--- src/rtl/ball_vertical_velocity_ctrl_pkg.sv ---
// Shared constants and helpers for the ball vertical velocity controller.
// FSM state codes, velocity struct, paddle segment map and load arithmetic.
package ball_vertical_velocity_ctrl_pkg;

  localparam logic [3:0] NEUTRAL_DEF   = 4'd8;
  localparam logic [1:0] SERVE_MAG_DEF = 2'd1;

  localparam logic [0:0] ST_HOLD = 1'b0;
  localparam logic [0:0] ST_PLAY = 1'b1;

  typedef struct packed {
    logic       up;
    logic [1:0] mag;
  } vel_t;

  // Outer segments give the steepest angle, the centre pair flies flat.
  function automatic vel_t seg_vel(input logic [2:0] seg);
    vel_t v;
    case (seg)
      3'd0:    v = '{up: 1'b1, mag: 2'd3};
      3'd1:    v = '{up: 1'b1, mag: 2'd2};
      3'd2:    v = '{up: 1'b1, mag: 2'd1};
      3'd3:    v = '{up: 1'b0, mag: 2'd0};
      3'd4:    v = '{up: 1'b0, mag: 2'd0};
      3'd5:    v = '{up: 1'b0, mag: 2'd1};
      3'd6:    v = '{up: 1'b0, mag: 2'd2};
      default: v = '{up: 1'b0, mag: 2'd3};
    endcase
    return v;
  endfunction

  function automatic logic [3:0] vel_load(input logic [3:0] neutral, input vel_t v);
    return v.up ? (neutral - {2'b00, v.mag}) : (neutral + {2'b00, v.mag});
  endfunction

endpackage

--- src/rtl/ball_vertical_velocity_ctrl_if.sv ---
// Event inputs from paddle/collision logic and committed load value to the vertical counter.
interface ball_vertical_velocity_ctrl_if;
  logic       _vblank;
  logic       serve;
  logic       miss;
  logic       hit;
  logic [2:0] hit_seg;
  logic       wall;
  logic       ab;
  logic       bb;
  logic       cb;
  logic       db;
  logic       vel_up;
  logic [1:0] vel_mag;
  logic       frame_upd;

  modport master (
    output _vblank, serve, miss, hit, hit_seg, wall,
    input  ab, bb, cb, db, vel_up, vel_mag, frame_upd
  );

  modport slave (
    input  _vblank, serve, miss, hit, hit_seg, wall,
    output ab, bb, cb, db, vel_up, vel_mag, frame_upd
  );
endinterface

--- src/rtl/ball_vertical_velocity_ctrl_vblank_edge_sync.sv ---
// Two-flop sampler for an async active-low vblank plus a registered falling-edge pulse.
// Pulse appears 2 edges after the first edge sampling low; no backpressure.
module ball_vertical_velocity_ctrl_vblank_edge_sync (
  input  logic clk,
  input  logic _reset,
  input  logic i_vblank_n,
  output logic o_fall
);

  logic r_v1;
  logic r_v2;
  logic r_fall;

  always_ff @(posedge clk) begin
    if (!_reset) begin
      r_v1   <= 1'b1;
      r_v2   <= 1'b1;
      r_fall <= 1'b0;
    end else begin
      r_v1   <= i_vblank_n;
      r_v2   <= r_v1;
      r_fall <= r_v2 & ~r_v1;
    end
  end

  assign o_fall = r_fall;

endmodule

--- src/rtl/ball_vertical_velocity_ctrl.sv ---
// Ball vertical velocity sequencer; commits load {db,cb,bb,ab} 3 edges after _vblank falls, no backpressure.
// Optional SERVE_LFSR_EN: serve velocity drawn from an 8-bit LFSR instead of alternating direction.
module ball_vertical_velocity_ctrl
  import ball_vertical_velocity_ctrl_pkg::*;
#(
  parameter logic [3:0] NEUTRAL   = NEUTRAL_DEF,
  parameter logic [1:0] SERVE_MAG = SERVE_MAG_DEF
) (
  input logic                          clk,
  input logic                          _reset,
  ball_vertical_velocity_ctrl_if.slave bus
);

  logic       w_commit;
  logic [0:0] r_state;
  logic [0:0] w_next_state;
  vel_t       r_vel;
  vel_t       w_next_vel;
  vel_t       w_serve_vel;
  logic [3:0] w_load;
  logic       r_frame_upd;
  logic       r_pend_serve;
  logic       r_pend_miss;
  logic       r_pend_hit;
  logic       r_pend_wall;
  logic [2:0] r_pend_seg;

  ball_vertical_velocity_ctrl_vblank_edge_sync u_vblank_sync (
    .clk        (clk),
    ._reset     (_reset),
    .i_vblank_n (bus._vblank),
    .o_fall     (w_commit)
  );

`ifdef SERVE_LFSR_EN
  logic [7:0] r_lfsr;

  always_ff @(posedge clk) begin
    if (!_reset) begin
      r_lfsr <= 8'h01;
    end else begin
      r_lfsr <= {r_lfsr[6:0], r_lfsr[7] ^ r_lfsr[5] ^ r_lfsr[4] ^ r_lfsr[3]};
    end
  end

  always_comb begin
    w_serve_vel.up  = r_lfsr[0];
    w_serve_vel.mag = (r_lfsr[2:1] == 2'd0) ? SERVE_MAG : r_lfsr[2:1];
  end
`else
  logic r_serve_dir;

  // Direction flips on every committed serve so consecutive serves alternate.
  always_ff @(posedge clk) begin
    if (!_reset) begin
      r_serve_dir <= 1'b0;
    end else if (w_commit && r_pend_serve) begin
      r_serve_dir <= ~r_serve_dir;
    end
  end

  assign w_serve_vel = {r_serve_dir, SERVE_MAG};
`endif

  // A serve in PLAY behaves as miss-then-serve, so it outranks every other event.
  always_comb begin
    w_next_state = r_state;
    w_next_vel   = r_vel;
    if (r_pend_serve) begin
      w_next_vel   = w_serve_vel;
      w_next_state = ST_PLAY;
    end else if (r_state == ST_HOLD) begin
      w_next_vel = '0;
    end else if (r_pend_miss) begin
      w_next_vel   = '0;
      w_next_state = ST_HOLD;
    end else if (r_pend_hit) begin
      w_next_vel = seg_vel(r_pend_seg);
    end else if (r_pend_wall) begin
      w_next_vel.up = ~r_vel.up;
    end
    if (w_next_vel.mag == 2'd0) begin
      w_next_vel.up = 1'b0;
    end
  end

  // Pulses landing on the commit edge seed the next frame's pending set.
  always_ff @(posedge clk) begin
    if (!_reset) begin
      r_state      <= ST_HOLD;
      r_vel        <= '0;
      r_frame_upd  <= 1'b0;
      r_pend_serve <= 1'b0;
      r_pend_miss  <= 1'b0;
      r_pend_hit   <= 1'b0;
      r_pend_wall  <= 1'b0;
      r_pend_seg   <= 3'd0;
    end else begin
      r_frame_upd <= w_commit;
      if (w_commit) begin
        r_state      <= w_next_state;
        r_vel        <= w_next_vel;
        r_pend_serve <= bus.serve;
        r_pend_miss  <= bus.miss;
        r_pend_hit   <= bus.hit;
        r_pend_wall  <= bus.wall;
      end else begin
        r_pend_serve <= r_pend_serve | bus.serve;
        r_pend_miss  <= r_pend_miss | bus.miss;
        r_pend_hit   <= r_pend_hit | bus.hit;
        r_pend_wall  <= r_pend_wall | bus.wall;
      end
      if (bus.hit) begin
        r_pend_seg <= bus.hit_seg;
      end
    end
  end

  assign w_load        = vel_load(NEUTRAL, r_vel);
  assign bus.ab        = w_load[0];
  assign bus.bb        = w_load[1];
  assign bus.cb        = w_load[2];
  assign bus.db        = w_load[3];
  assign bus.vel_up    = r_vel.up;
  assign bus.vel_mag   = r_vel.mag;
  assign bus.frame_upd = r_frame_upd;

endmodule

--- src/flat_wrapper.sv ---
// flat-port wrapper written by rule: the top's interface ports become plain ports
module ball_vertical_velocity_ctrl_flat import ball_vertical_velocity_ctrl_pkg::*;
#(
  parameter logic [3:0] NEUTRAL   = NEUTRAL_DEF,
  parameter logic [1:0] SERVE_MAG = SERVE_MAG_DEF
)
  (clk, _reset, bus__vblank, bus_serve, bus_miss, bus_hit, bus_hit_seg, bus_wall, bus_ab, bus_bb, bus_cb, bus_db, bus_vel_up, bus_vel_mag, bus_frame_upd);
  ball_vertical_velocity_ctrl_if bus_i ();
  input logic clk;
  input logic _reset;
  input wire logic [$bits(bus_i._vblank)-1:0] bus__vblank;
  input wire logic [$bits(bus_i.serve)-1:0] bus_serve;
  input wire logic [$bits(bus_i.miss)-1:0] bus_miss;
  input wire logic [$bits(bus_i.hit)-1:0] bus_hit;
  input wire logic [$bits(bus_i.hit_seg)-1:0] bus_hit_seg;
  input wire logic [$bits(bus_i.wall)-1:0] bus_wall;
  output wire logic [$bits(bus_i.ab)-1:0] bus_ab;
  output wire logic [$bits(bus_i.bb)-1:0] bus_bb;
  output wire logic [$bits(bus_i.cb)-1:0] bus_cb;
  output wire logic [$bits(bus_i.db)-1:0] bus_db;
  output wire logic [$bits(bus_i.vel_up)-1:0] bus_vel_up;
  output wire logic [$bits(bus_i.vel_mag)-1:0] bus_vel_mag;
  output wire logic [$bits(bus_i.frame_upd)-1:0] bus_frame_upd;
  assign bus_i._vblank = bus__vblank;
  assign bus_i.serve = bus_serve;
  assign bus_i.miss = bus_miss;
  assign bus_i.hit = bus_hit;
  assign bus_i.hit_seg = bus_hit_seg;
  assign bus_i.wall = bus_wall;
  assign bus_ab = bus_i.ab;
  assign bus_bb = bus_i.bb;
  assign bus_cb = bus_i.cb;
  assign bus_db = bus_i.db;
  assign bus_vel_up = bus_i.vel_up;
  assign bus_vel_mag = bus_i.vel_mag;
  assign bus_frame_upd = bus_i.frame_upd;
  ball_vertical_velocity_ctrl #(.NEUTRAL(NEUTRAL), .SERVE_MAG(SERVE_MAG)) u_core (.clk(clk), ._reset(_reset), .bus(bus_i));
endmodule
--- config.mk ---
export PLATFORM = sky130hd
export DESIGN_NAME = ball_vertical_velocity_ctrl_flat
export DESIGN_NICKNAME = d
export VERILOG_FILES = /design/src/rtl/ball_vertical_velocity_ctrl_pkg.sv /design/src/rtl/ball_vertical_velocity_ctrl_if.sv /design/src/rtl/ball_vertical_velocity_ctrl_vblank_edge_sync.sv /design/src/rtl/ball_vertical_velocity_ctrl.sv /design/src/flat_wrapper.sv
export SDC_FILE = /design/constraint.sdc
export NUM_CORES = 1
export LEC_CHECK = 0
export BUFFER_PORTS_ARGS = -buffer_cell sky130_fd_sc_hd__buf_2
export CORE_MARGIN = 3
export CORE_UTILIZATION = 40
export DETAILED_ROUTE_END_ITERATION = 10
export SLEW_MARGIN = 40
export SYNTH_ARGS = -nofsm -noshare
export SYNTH_HDL_FRONTEND = slang
export SYNTH_SLANG_ARGS = --single-unit
--- constraint.sdc ---
create_clock -name clk -period 1.8 [get_ports clk]
set_input_delay 0.09 -clock clk [delete_from_list [all_inputs] [get_ports clk]]
set_output_delay 0.09 -clock clk [all_outputs]
set_load 0.05 [all_outputs]
-- After elaboration in Yosys (flattened, before gate mapping)
Index checks and enable logic that the tools add are counted.
W data, S select, Z words.
- equality and inequality tests: 7
- add/sub/neg operators: 2
- reduce and logical (&&, ||, !) cells: 5
- multiplexer cells: 16
- order comparisons: 0
- shift operators: 0
- divide/modulo/power cells: 0
- bitwise logic cells: 8
- multiply operators: 0
- operators by type and width (cell ; count):
    $pmux W3 S6 ; 1
    $mux W1 ; 10
    $eq A3 B3 Y1 const B ; 3
    $mux W3 ; 3
    $eq A3 B2 Y1 const B ; 2
    $ne A6 B6 Y1 const B ; 1
    $add A4 B2 Y4 const A ; 1
    $mux W4 ; 1
    $or A1 B1 Y1 ; 4
    $sub A4 B2 Y4 const A ; 1
    $eq A3 B1 Y1 const B ; 1
    $logic_not A3 Y1 ; 1
    $not A1 Y1 ; 3
    $logic_not A2 Y1 ; 1
    $mux W2 ; 1
    $reduce_and A2 Y1 ; 1
    $reduce_or A2 Y1 ; 1
    $and A1 B1 Y1 ; 1
    $logic_and A1 B1 Y1 ; 1
- flip-flop bits (word level): 16
- memories kept: 0
- memory bits (writable): 0
- word-level logic and storage cells: 51
- output and inout port bits: 8
- bits in read-only memories: 0
- latch bits: 0
- bits of input ports: 10

-- Depth between registers and ports, before layout
Gate-level depths: netlist of the first run.
- word-level depth: 10
- gate-level depth with buffers: 5
- depth with buffers taken out: 4

-- Hierarchy
Synthesis of the first run repeated with hierarchy kept, for this count alone.
- cells, all modules: 84
- area total of the unflattened synthesis: 762.0 um^2
- modules (own cells, without submodules) (module ; area each (um^2) ; seq. area each (um^2) ; times used ; cells each):
    ball_vertical_velocity_ctrl ; 680.7 ; 260.2 ; 1 ; 78
    ball_vertical_velocity_ctrl_vblank_edge_sync ; 81.3 ; 60.1 ; 1 ; 6

-- Worst setup path after synthesis of the first run
OpenSTA, ideal clock, no wires.
- path kind: reg2out
- from: register u_core.r_vel (netlist bit u_core.bus.vel_mag[1])
- to: output port bus_bb
- data required time: 1710 ps
- arrival: 1867 ps
- buffers on the path: 0
- slack: -157 ps
- stages on the path, launching flop included: 3
- cells stage by stage: dfxtp_1 > inv_1 > o21ai_0
- longest elaborated chain between the ends: 2
- elaborated cells on any way between the ends: 3
- classes of those cells: add/sub: 2; mux: 1
- ends and longest elaborated chain (what ; line ; RTL):
    start, declared ; ball_vertical_velocity_ctrl.sv:17 ; vel_t r_vel;
    start signal, assigned ; ball_vertical_velocity_ctrl.sv:102 ; r_vel <= w_next_vel;
    $add A4 B2 Y4 / $sub A4 B2 Y4 (equally long branches) ; ball_vertical_velocity_ctrl_pkg.sv:33 ; return v.up ? (neutral - {2'b00, v.mag}) : (neutral + {2'b00, v.mag});
    $mux W4 (*) ; ball_vertical_velocity_ctrl_pkg.sv:33 ;
    end, declared ; flat_wrapper.sv:18 ; output wire logic [$bits(bus_i.bb)-1:0] bus_bb;
Mark *: on every way between the ends. The rest lies on a longest branch, timed or not.

-- Worst setup path after layout of the first run
- from: register u_core.r_pend_serve
- to: register u_core.r_vel (netlist bit u_core.bus.vel_up)
- longest elaborated chain between the ends: 4
- elaborated cells on any way between the ends: 5
- classes of those cells: eq/ne: 1; mux: 2; reduce/logical: 2
- ends and longest elaborated chain (what ; line ; RTL):
    start, declared ; ball_vertical_velocity_ctrl.sv:22 ; logic r_pend_serve;
    start signal, assigned ; ball_vertical_velocity_ctrl.sv:103 ; r_pend_serve <= bus.serve;
    start signal, assigned ; ball_vertical_velocity_ctrl.sv:108 ; r_pend_serve <= r_pend_serve | bus.serve;
    $mux W3 ; ball_vertical_velocity_ctrl.sv:69 ; if (r_pend_serve) begin
    $logic_not A2 Y1 ; ball_vertical_velocity_ctrl.sv:82 ; if (w_next_vel.mag == 2'd0) begin
    $ne A6 B6 Y1 (no line) ; -- ;
    $reduce_and A2 Y1 (no line) ; -- ;
Parallel ways exist; a longest one is shown, timed or not.
A chain may end at the register's enable or synchronous reset.

==> results of run 1 <==
[kinds of logic after synthesis]
| group | share of synthesized area, % |
|---|---|
| AO/OA/AOI/OAI | 16.1 |
| AND/OR/NAND/NOR | 25.4 |
| buffers and inverters | 5.15 |
| adder cells (fa/ha/maj) | 1.71 |
| flip-flops | 43.9 |
| XOR/XNOR | 3.60 |
| multiplexers | 4.12 |
[sequential cells by signal (all words and copies together), names as in the netlist]
| register | flops |
|---|---|
| u_core.r_serve_dir | 1 |
| u_core.u_vblank_sync.r_v2 | 1 |
| u_core.r_pend_seg | 3 |
| u_core.bus.vel_up | 1 |
| u_core.bus.vel_mag | 2 |
| u_core.u_vblank_sync.o_fall | 1 |
| u_core.r_pend_miss | 1 |
| u_core.u_vblank_sync.r_v1 | 1 |
| u_core.r_pend_serve | 1 |
| u_core.bus.frame_upd | 1 |
| u_core.r_pend_wall | 1 |
| u_core.r_state | 1 |
| u_core.r_pend_hit | 1 |
[Yosys cell counts (2+ instances only)]
| master | instances | area (um2) |
|---|---|---|
| dfxtp_1 | 16 | 320 |
| nand2_1 | 8 | 30.0 |
| nor2b_1 | 7 | 43.8 |
| inv_1 | 5 | 18.8 |
| o21a_1 | 4 | 30.0 |
| clkbuf_1 | 3 | 11.3 |
| mux2i_1 | 3 | 30.0 |
| nand2b_1 | 3 | 18.8 |
| xnor2_1 | 3 | 26.3 |
| a21boi_0 | 2 | 15.0 |
| a31oi_1 | 2 | 12.5 |
| and2_1 | 2 | 12.5 |
| nand3_1 | 2 | 10.0 |
| nor2_1 | 2 | 7.51 |
| o21ai_0 | 2 | 10.0 |
[routing by layer]
| layer | vias to the layer above | global-route usage [%] | wire length (um) |
|---|---|---|---|
| met3 | 2 | 5.83 | 96 |
| met2 | 21 | 19.5 | 587 |
| met1 | 275 | 16.1 | 670 |
| met5 | - | 0 | 0 |
| met4 | 0 | 5.21 | 8 |
| li1 | 317 | - | - |
[cells in the final DEF, fill, tap and decap left out]
master | synthesis | routed
nor4bb_1 | 1 | 1
o211a_1 | 1 | 1
clkinvlp_4 | 0 | 1
nand2b_1 | 3 | 3
a21boi_0 | 2 | 2
clkbuf_4 | 0 | 3
nor2_1 | 2 | 2
o21a_1 | 4 | 4
o21ai_0 | 2 | 1
nand3_1 | 2 | 2
and2_1 | 2 | 2
dlygate4sd3_1 | 0 | 3
o21ai_1 | 0 | 1
nor3_1 | 1 | 1
nor3b_1 | 1 | 1
or4_1 | 1 | 1
a31oi_1 | 2 | 2
a311oi_1 | 1 | 1
ha_1 | 1 | 1
dfxtp_1 | 16 | 14
nand2_1 | 8 | 8
buf_4 | 1 | 1
clkbuf_8 | 0 | 1
buf_2 | 0 | 17
nand4_1 | 1 | 1
mux2i_1 | 3 | 3
o2bb2ai_1 | 1 | 1
a21oi_1 | 1 | 1
nor2b_1 | 7 | 7
inv_1 | 5 | 4
or3b_1 | 1 | 1
dfxtp_2 | 0 | 2
o31ai_1 | 1 | 1
xnor2_1 | 3 | 3
or4b_2 | 1 | 1
and2b_1 | 1 | 1
a211o_2 | 1 | 1
[repair_timing]
action	in CTS	in global routing
endpoints found under the hold margin	3	0
gates resized for setup	0	0
hold buffers	3	0
[final cells by class]
type / count / share of cell area (%)
Tap cell: 24 / 3.31
Sequential cell: 16 / 35.6
Clock buffer: 4 / 4.01
Timing Repair Buffer: 21 / 13.5
Multi-Input combinational cell: 55 / 41.0
Inverter: 5 / 2.49
[worst min-delay path by stage]
stage                      from                                   end  slack [ps]
finish                bus_serve        u_core.r_pend_serve$_SDFF_PN0_           5
global route          bus_serve        u_core.r_pend_serve$_SDFF_PN0_           5
CTS                   bus_serve        u_core.r_pend_serve$_SDFF_PN0_         0.7
detailed placement  bus__vblank  u_core.u_vblank_sync.r_v1$_SDFF_PN1_         280
global placement    bus__vblank  u_core.u_vblank_sync.r_v1$_SDFF_PN1_         270
floorplan                _reset  u_core.u_vblank_sync.r_v1$_SDFF_PN1_         160
[power by group through the flow]
stage                     Clock, mW  Combinational [mW]  Sequential (mW)
after floorplan                   0              0.0490            0.396
after global placement            0              0.0708            0.397
after detailed placement          0              0.0713            0.397
after CTS                     0.245              0.0774            0.389
after global routing          0.266              0.0850            0.394
final                         0.242              0.0767            0.390
[per-stage QoR]
stage | hold slack, ps | setup slack [ps] | total power [mW] | instances | instance area (um2)
floorplan | 163 | 140 | 0.445 | 80 | 736
detailed placement | 277 | 249 | 0.469 | 118 | 840
global route | 5.29 | 80.5 | 0.745 | 125 | 906
global placement | 271 | 277 | 0.468 | 118 | 840
finish | 4.62 | 221 | 0.708 | 125 | 906
CTS | 0.682 | 225 | 0.712 | 125 | 906
==> impl_metrics.json, run 1 <==
{
  "clk_pin_slew_ps": 100,
  "route.detailed.drc": 0,
  "pwr-share-clk_pct": 34.1,
  "r2r_start": "u_core.r_pend_serve$_SDFF_PN0_",
  "finalWirelength_um": 1360,
  "required_ps": 2050,
  "fin_skew_ps": 3.34,
  "clockBufferDepth": 2,
  "status": "finished, final reports clean",
  "pwr-share-seq_pct": 55.0,
  "crit_buf_inv": 0,
  "worstHoldPathType": "in -> reg",
  "cp-startpoint": "u_core.r_pend_serve$_SDFF_PN0_",
  "rr_endpoint": "u_core.bus.vel_up$_SDFFE_PN0P_",
  "worstSetupStartpointType": "register",
  "path_cells": "or3b_1 -> or4_1 -> a31oi_1 -> a211o_2",
  "p_switching_uw": 174,
  "yosys_register_bits": 16,
  "port_buffers": 17,
  "netlist_area_um2": 729,
  "gp_congestion": 0.719,
  "synthArstFlopShare_pct": 0,
  "synth_cells": 80,
  "powerDensity_nw_per_um2": 781,
  "worstRegToRegCells": 4,
  "dp_hpwl_um": 982,
  "fillers": 167,
  "grt_overflow": 0,
  "fmax_ghz": 0.634,
  "root_buffer": "clkbuf_4",
  "final.setup.tns_ps": 0,
  "clk_latency_ps": 290,
  "syn_nets": 91,
  "htreeDepth": 1,
  "slowest_stage": "or4_1",
  "num_antenna_cells": 0,
  "register_area_um2": 323,
  "ant_nets": 0,
  "endpoint": "u_core.bus.vel_up$_SDFFE_PN0P_",
  "worst_pin_slew_ps": 452,
  "syn_to_final_growth_pct": 24.2,
  "synth.distinct_cells": 31,
  "max_slew_margin_pct": 69.8,
  "cts_tree": "done",
  "drive_gt1_share_pct": 26.7,
  "multiInputGateArea_um2": 372,
  "hold_violations": 0,
  "cts_made_buffers": 3,
  "intPower_uw": 534,
  "grt_use_total_pct": 13.0,
  "antenna_found_initial": 0,
  "finalCriticalPeriod_ps": 1580,
  "synth-main-ff-cell": "dfxtp_1",
  "path_max_fanout": 8,
  "slew_viol_final": 0,
  "synth-edff-count": 0,
  "slowest_delay_ps": 480,
  "cts_setup_buffers": 0,
  "syn_area_per_cell_um2": 9.12,
  "grt_pass1_vias": 543,
  "utilization_pct": 56.2,
  "rows": 14,
  "grt_start_max_net_pins": 16,
  "crit_family": "simple AND/OR/NAND/NOR gates",
  "worstHoldPathCells": 2,
  "dr.first_iter.drc_count": 13,
  "switching_share_pct": 24.6,
  "route.vias.total": 615,
  "finalCritPeriodShare_pct": 87.7,
  "firstDrtPassIters": 4,
  "comb_power_share_pct": 10.8,
  "die_w_um": 48.7,
  "grt_pass1_wl_um": 2390,
  "p_leak_nw": 0.387,
  "die_area_um2": 2370,
  "drv_cap": 0,
  "yosys_warnings": 0,
  "rsz0062_at_grt": "no",
  "cts.sinks": 16,
  "r2r_slack_ps": 220,
  "dieHeight_um": 48.7,
  "cp.arrival_ps": 1830,
  "vias_per_cell": 4.92,
  "io_pins": 18,
  "crit_type": "reg -> reg",
  "cp.depth": 4,
  "initial_core_util_pct": 45.3,
  "endpoint_kind": "register",
  "wl_per_cell_um": 10.9,
  "setup_viol": 0,
  "worst_ir_drop_vdd_mv": 0.619,
  "fin_nets": 113,
  "ys_seq_area_share_pct": 43.9,
  "core_um2": 1610
}
Power figures use the tool's default switching activity.
==> run 2, diff against run 1 <==
- BUFFER_PORTS_ARGS: -buffer_cell sky130_fd_sc_hd__buf_2 -> -buffer_cell sky130_fd_sc_hd__buf_4
==> impl_metrics.json, run 2 (synthesis gave the netlist of run 1 again) <==
{
  "r2r_slack_ps": 190,
  "cts_resized": 0,
  "min_from": "bus_wall",
  "syn_to_final_growth_pct": 27.3,
  "largest_reg_flops": 3,
  "slew_viol_final": 0,
  "core_um2": 1610,
  "largest_register": "u_core.r_pend_seg",
  "grt_use_total_pct": 12.5,
  "cts_made_buffers": 3,
  "root_buffer": "clkbuf_4",
  "worstSetupStartpointType": "register",
  "route.vias.total": 602,
  "finalCritPeriodShare_pct": 89.5,
  "initial_core_util_pct": 45.3,
  "layout_common_cells": "buf_4 (18), dfxtp_1 (14), nand2_1 (8)",
  "final.setup.tns_ps": 0,
  "die_w_um": 48.7,
  "endpoint": "u_core.bus.vel_up$_SDFFE_PN0P_",
  "worst_ir_drop_vdd_mv": 0.553,
  "fin_skew_ps": 0.579,
  "final_common_cell": "buf_4",
  "fin_nets": 111,
  "cts_tree": "done",
  "finalCriticalPeriod_ps": 1610,
  "port_buffers": 17,
  "endpoint_kind": "register",
  "vias_per_cell": 4.89,
  "rr_endpoint": "u_core.bus.vel_up$_SDFFE_PN0P_",
  "die_area_um2": 2370,
  "p_leak_nw": 0.388,
  "cts.sinks": 16,
  "grt_pass1_wl_um": 2340,
  "gp_congestion": 0.704,
  "max_slew_margin_pct": 75.0,
  "route.detailed.drc": 0,
  "worstHoldPathType": "in -> reg",
  "rsz0062_at_grt": "no",
  "grt_overflow": 0,
  "setup_viol": 0,
  "required_ps": 2030,
  "worst_pin_slew_ps": 373,
  "antenna_found_initial": 0,
  "holdWs_ps": 13.2,
  "dr.first_iter.drc_count": 7,
  "status": "finished, final reports clean",
  "crit_type": "reg -> reg",
  "clockBufferDepth": 2,
  "wl_per_cell_um": 10.7,
  "hold_violations": 0,
  "drv_cap": 0,
  "clk_pin_slew_ps": 90,
  "finalWirelength_um": 1320,
  "dieHeight_um": 48.7,
  "cp.arrival_ps": 1840,
  "powerDensity_nw_per_um2": 757,
  "firstDrtPassIters": 4,
  "grt_start_max_net_pins": 16,
  "grt_pass1_vias": 539,
  "dp_hpwl_um": 1010,
  "fmax_ghz": 0.621,
  "r2r_start": "u_core.r_pend_serve$_SDFF_PN0_",
  "htreeDepth": 1,
  "num_antenna_cells": 0,
  "utilization_pct": 57.6,
  "path_max_fanout": 8,
  "clk_latency_ps": 280,
  "worstRegToRegCells": 4,
  "ant_nets": 0,
  "rows": 14,
  "drive_gt1_share_pct": 27.3,
  "io_pins": 18,
  "cp-startpoint": "u_core.r_pend_serve$_SDFF_PN0_"
}
-- run 2: cell count changes in the layout (fill, tap and decap cells not counted) --
cell / delta
buf_4: +17
buf_2: -17
dlygate4sd3_1: -2
-- run 2: power by group --
group	switching, mW	total, mW	internal [mW]
Sequential	0.0187	0.389	0.371
Combinational	0.0356	0.0798	0.0442
Clock	0.110	0.233	0.123
Total	0.165	0.702	0.538
-- run 2: metrics by stage --
stage | instance area [um2] | worst slack [ps] | total power, mW | instances
final | 928 | 190 | 0.702 | 123
after global routing | 928 | 123 | 0.739 | 123
after CTS | 928 | 197 | 0.712 | 123
after detailed placement | 882 | 222 | 0.476 | 118
after global placement | 882 | 274 | 0.475 | 118
after floorplan | 736 | 140 | 0.445 | 80
-- run 2: layer usage --
| metal | routed length, um | global-route usage (%) |
|---|---|---|
| met4 | 15 | 4.27 |
| met5 | 0 | 0 |
| met3 | 55 | 2.76 |
| met2 | 596 | 20.4 |
| met1 | 651 | 16.2 |
-- run 2: worst max-delay path: stages, from the launching register on --
cell and delay, ps:
dfxtp_1 380, or3b_1 420, or4_1 490, a31oi_1 160
a211o_2 120
-- run 2: worst min path at each step --
stage	to	slack, ps	cells past startpoint
finish	u_core.r_pend_wall$_SDFF_PN0_	10	2
detailed placement	u_core.u_vblank_sync.r_v1$_SDFF_PN1_	280	2
floorplan	u_core.u_vblank_sync.r_v1$_SDFF_PN1_	160	1
global placement	u_core.u_vblank_sync.r_v1$_SDFF_PN1_	270	2
global route	u_core.r_pend_miss$_SDFF_PN0_	20	2
CTS	u_core.r_pend_wall$_SDFF_PN0_	8	2
-- run 2: final cells by class --
type                            instances  area [um2]
Sequential cell                        16         323
Fill cell                             174         683
Multi-Input combinational cell         55         372
Timing Repair Buffer                   19         145
Inverter                                5        22.5
Clock buffer                            4        36.3
Tap cell                               24        30.0
-- run 2: repair_timing --
item,4_1_cts,5_1_grt
buffers inserted,0,0
hold buffers,1,0
endpoints found under the hold margin,1,0
